==> config.mk <==
export PLATFORM = sky130hd
export DESIGN_NAME = unary2binary
export DESIGN_NICKNAME = d
export VERILOG_FILES = /design/src/rtl/unary2binary.sv
export SDC_FILE = /design/constraint.sdc
export NUM_CORES = 1
export LEC_CHECK = 0
export ABC_CLOCK_PERIOD_IN_PS = 2300
export CORE_MARGIN = 1.5
export CORE_UTILIZATION = 52
export CTS_CLUSTER_SIZE = 12
export DETAILED_ROUTE_END_ITERATION = 10
export GPL_ROUTABILITY_DRIVEN = 1
export PLACE_DENSITY = 0.83
export REMOVE_ABC_BUFFERS = 1
export SYNTH_ARGS = -nofsm -noshare
export SYNTH_HDL_FRONTEND = slang
export SYNTH_SLANG_ARGS = --single-unit
==> constraint.sdc <==
create_clock -name aclk -period 2.3 [get_ports aclk]
set_clock_uncertainty 0.05 [all_clocks]
set_input_delay 0.46 -clock aclk [delete_from_list [all_inputs] [get_ports aclk]]
set_output_delay 0.46 -clock aclk [all_outputs]
set_load 0.02 [all_outputs]
==> src/rtl/unary2binary.sv <==
// rtl/unary2binary.sv - temporal unary-to-binary decoder with one-entry valid/ready output
// Optional feature macro: UNARY_GLITCH_FILTER_EN (edge needs two consecutive high samples)
module unary2binary #(
   parameter int GAMMA_CYCLE_WIDTH = 16,
   parameter int OUTPUT_WIDTH      = $clog2(GAMMA_CYCLE_WIDTH)
) (
   input  logic                    aclk,
   input  logic                    grst,
   input  logic                    unary_input,
   output logic                    gamma_start,
   output logic [OUTPUT_WIDTH-1:0] binary_output,
   output logic                    no_spike,
   output logic                    out_valid,
   input  logic                    out_ready,
   output logic                    overflow
);

   typedef enum logic {S_IDLE, S_CAPTURED} state_t;

   localparam logic [OUTPUT_WIDTH-1:0] LAST_PHASE = OUTPUT_WIDTH'(GAMMA_CYCLE_WIDTH - 1);
   localparam logic [OUTPUT_WIDTH-1:0] ONE        = OUTPUT_WIDTH'(1);

   state_t                  state_q;
   logic [OUTPUT_WIDTH-1:0] phase_q;
   logic [OUTPUT_WIDTH-1:0] cap_val_q;
   logic                    prev_q;
   logic                    valid_q;
   logic [OUTPUT_WIDTH-1:0] bin_q;
   logic                    ns_q;
   logic                    ovf_q;

   logic                    last_phase;
   logic                    edge_d;
   logic [OUTPUT_WIDTH-1:0] edge_val_d;
   logic [OUTPUT_WIDTH-1:0] res_val_d;
   logic                    res_ns_d;

   assign last_phase = (phase_q == LAST_PHASE);

   // The previous sample never reaches across a gamma boundary: at phase 0 it reads as 0.
   always_comb begin
      edge_d     = 1'b0;
      edge_val_d = phase_q;
`ifdef UNARY_GLITCH_FILTER_EN
      if (phase_q != '0 && prev_q && unary_input) begin
         edge_d     = 1'b1;
         edge_val_d = phase_q - ONE;
      end
`else
      if (unary_input && !((phase_q == '0) ? 1'b0 : prev_q)) begin
         edge_d = 1'b1;
      end
`endif
   end

   always_comb begin
      res_val_d = '0;
      res_ns_d  = 1'b1;
      if (state_q == S_CAPTURED) begin
         res_val_d = cap_val_q;
         res_ns_d  = 1'b0;
      end else if (edge_d) begin
         res_val_d = edge_val_d;
         res_ns_d  = 1'b0;
      end
   end

   always_ff @(posedge aclk) begin
      if (grst) begin
         state_q   <= S_IDLE;
         phase_q   <= '0;
         cap_val_q <= '0;
         prev_q    <= 1'b0;
         valid_q   <= 1'b0;
         bin_q     <= '0;
         ns_q      <= 1'b0;
         ovf_q     <= 1'b0;
      end else begin
         prev_q <= unary_input;
         if (last_phase) begin
            phase_q   <= '0;
            state_q   <= S_IDLE;
            cap_val_q <= '0;
            // A full holding register that is not being drained loses the new result.
            if (!valid_q || out_ready) begin
               valid_q <= 1'b1;
               bin_q   <= res_val_d;
               ns_q    <= res_ns_d;
            end else begin
               ovf_q <= 1'b1;
            end
         end else begin
            phase_q <= phase_q + ONE;
            if (state_q == S_IDLE && edge_d) begin
               state_q   <= S_CAPTURED;
               cap_val_q <= edge_val_d;
            end
            if (valid_q && out_ready) begin
               valid_q <= 1'b0;
            end
         end
      end
   end

   assign gamma_start   = (phase_q == '0);
   assign binary_output = bin_q;
   assign no_spike      = ns_q;
   assign out_valid     = valid_q;
   assign overflow      = ovf_q;

endmodule
# After elaboration in Yosys (flattened, before gate mapping)
# Cells that the tools add are included.
# totals
register_bits	17
latchBits	0
ram_bits	0
mem_bits_ro	0
input_bits	4
out_inout_bits	8
wordCells	34
memories	0
# op_classes
add_sub_neg	1
mul	0
n_div	0
magnitude_cmp	0
eq_ne	2
shift	0
muxes	9
bitwise_logic	2
n_reduce_logical	12
# op_table
cell	count
$mux 4	2
$mux 1	7
$reduce_and 2->1	3
$add 4x1->4 const B	1
$eq 4x4->1 const B	1
$logic_not 4->1	1
$logic_and 1x1->1	3
$logic_not 1->1	2
$ne 2x1->1 const B	1
$not 1->1	2
$reduce_bool 2->1	1
$reduce_or 2->1	1
$logic_or 1x1->1	1

# Longest topological paths before layout
# depth
ltp_word	7
ltp_mapped	7

# Worst setup path after synthesis
# Ideal clock, no wire load.
# synth_timing
path_type	reg-to-output
from	register phase_q[0], in the netlist edge_val_d[0]
to	output gamma_start
arrival_ps	1068
required_time_ps	1790
path_slack_ps	722
stages_incl_launch_ff	5
n_path_buf	0
cell_sequence	dfxtp_1 > inv_1 > ha_1 > or3b_4 > inv_1
# synth_between
elab_chain_cells	1
# synth_rtl
item	line	rtl
from (decl)	24	logic [OUTPUT_WIDTH-1:0] phase_q;
from (signal assigned)	93	phase_q <= phase_q + ONE;
$logic_not 4->1	105	assign gamma_start = (phase_q == '0);
to (decl)	10	output logic gamma_start,
# Every way passes these cells.

# Worst setup path in the final report
# Same ends and word-level chain as after synthesis.

==> results.yml <==
setup_path:
  worstPathRequired_ns: 1.79
  path_class: "flop to output port"
  critPathSlowestCell: "or3b_4"
  end_kind: "output port"
  crit_fanout: 6
  cp_common_cell: "inv_1"
  crit_chain: "inv_1, ha_1, or3b_4, inv_1, dlygate4sd2_1"
  crit_path_start_kind: "flop"
  cp.arrival_ns: 1.67
  max_stage_delay_ns: 0.40
sta:
  slew_headroom_pct: 80.1
  worst_slew_pin_slew_ns: 0.299
  finalSetupTns_ns: 0
  fin_crit_sh_pct: 94.8
  finalWorstPathRequiredPeriod_ns: 2.18
  hold_violations: 0
  clock.fmax_ghz: 0.459
  layout_setup_ws_ns: 0.119
  finalSetupViolCount: 0
  drv_slew: 0
  rsz0062_at_grt: "false"
logic_synthesis:
  yosys_most_used_dff: "dfxtp_1"
  synth_edf_count: 0
  avgSynthCellArea_um2: 9.37
  ys_warn_count: 0
  synthCells: 74
  netlist_top_cells_count: "dfxtp_1 (17), nor2_1 (14), a21oi_1 (5), inv_1 (5), nor3_1 (4)"
  yosys.area.top_type: "dfxtp_1"
  synth-seq-cells: 17
  synthDominantCellAreaShare_pct: 49.1
  synth_cell_types: 26
  async_reset_ff_share_pct: 0
  syn_area_um2: 693
  ys_seq_area_share_pct: 49.1
  synth_most_common_cell: "dfxtp_1"
  synth_area_leaders: "dfxtp_1 (49%), nor2_1 (7.6%), a21oi_1 (3.6%)"
placement:
  dpl.cell_count: 98
  dp_hpwl_um: 976
  routabilityCongestion: 0.728
  port_buffers: 11
  pre_cts_ws_ns: 0.175
clock_tree:
  numCtsBuffers: 3
  htreeDepth: 1
  cts_tree: "built"
  cts_sinks: 17
  ctsRootBufferMaster: "clkbuf_4"
  cts_buffer_depth: 2
  clk_pin_slew_ns: 0.10
  clkLatencyLatePin_ns: 0.29
detailed_routing:
  drcViolationCount: 0
  wl_per_cell_um: 13.1
  ant_nets: 0
  drt-initial-drc-count: 2
  route.vias.total: 537
  avgViaCountPerCell: 5.26
  dr.pass1.iters: 4
  wl_um: 1340
grt:
  met2_usage_pct: 33.6
  antenna_found_initial: 0
  busiest_layer: "met2"
  grt_first_pass_wirelength_um: 2190
  grt_pass1_vias: 507
  globalRouteMet1Util_pct: 25.5
  grt_max_degree: 11
  overflow: 0
  grt.met3_usage_pct: 9.66
  grtUsageTotal_pct: 22.7
pwr:
  powerDensity_mw_per_mm2: 629
  p_leak_uw: 0.000332
  peakVddDrop_mv: 0.448
final_layout:
  areaGrowthSynthToFinish_pct: 21.1
  nets: 95
  diodes: 0
  multi_input_area_um2: 319
  fillCellCount: 88
  fin_util_pct: 71.7
  fin_cells: 102
  register_area_um2: 340
  drive_above_1_share_pct: 11.4
die:
  die_w_um: 39.5
  die-area_mm2: 0.00156
  core_area_mm2: 0.00117
  die_h_um: 39.5
  io_pins: 12
  initial_core_util_pct: 59.2
  rows: 12
flow_run:
  max_cap_violations: 0
outcome:
  status: "finished, final reports clean"
min_path:
  holdCritPathClass: "flop to flop"
[final timing paths]
kind | slack [ns] | cells past startpoint | endpoint | from
setup / recovery | 0.12 | 5 | gamma_start | edge_val_d[0]
hold / removal | 0.42 | 2 | no_spike | no_spike
setup reg to reg | 0.61 | 5 | no_spike | edge_val_d[0]
hold reg to reg | 0.42 | 2 | no_spike | no_spike
[state kept, by name, summed over array words and instances (netlist names)]
| name | flops |
|---|---|
| state_q | 1 |
| edge_val_d | 4 |
| cap_val_q | 4 |
| out_valid | 1 |
| no_spike | 1 |
| binary_output | 4 |
| overflow | 1 |
| prev_q | 1 |
[layout make-up]
class	count	share of cell area, %
sequential	17	40.5
clock inverter	1	0.596
multi-input combinational	50	38.0
inverter	5	2.24
clock buffer	3	2.68
timing repair buffer	12	13.9
tap	14	2.09
[repair_timing]
item / 4_1_cts / 5_1_grt
hold buffers: 0 / 0
gates resized for setup: 1 / 0
setup endpoints to repair: 1 / 0
setup buffers: 0 / 0
[report_power, final]
group          internal [uW]  switching [uW]
logic                   26.5            27.5
clock network           64.7            94.8
registers                303            11.5
total                    394             134
[per-stage QoR]
| stage | hold WS, ns | cell area [um2] | total power, uW |
|---|---|---|---|
| 6_report | 0.423 | 840 | 528 |
| 3_3_place_gp | 0.393 | 813 | 375 |
| 4_1_cts | 0.430 | 840 | 533 |
| 3_5_place_dp | 0.416 | 813 | 377 |
| 2_1_floorplan | 0.402 | 678 | 355 |
| 5_1_grt | 0.453 | 840 | 556 |
[worst max-delay path, delay by kind of cell (launching register included)]
| kind | cells | cell delay [ns] |
|---|---|---|
| simple gates | 1 | 0.40 |
| flops | 1 | 0.37 |
| fa+ha+maj | 1 | 0.13 |
| buf+inv | 3 | 0.48 |
[cells by family after synthesis]
kind of cell             synth area share (%)
flip-flops                               49.1
buffers and inverters                    4.87
XOR/XNOR                                 2.53
multiplexers                             2.89
AND/OR/NAND/NOR                          22.6
AO/OA/AOI/OAI                            14.4
adder cells (fa/ha/maj)                  3.61
[metal layers]
layer	vias to the layer above	wire length, um
met2	10	648
met5	-	0
met4	0	11
li1	275	-
met3	2	46
met1	250	630
[layout by cell type, fill, tap and decap left out, types with 2 or more instances in the layout]
cell / instances
a221oi_1: 2
nor3_1: 4
dfxtp_1: 17
mux2i_1: 2
a21oi_1: 5
inv_1: 5
nor2_1: 14
nand2b_1: 2
ha_1: 2
nand3_1: 2
clkdlybuf4s50_1: 10
nor2b_1: 2
a211oi_1: 2
clkbuf_4: 3
nand2_1: 2
(Power assumes the default switching activity.)
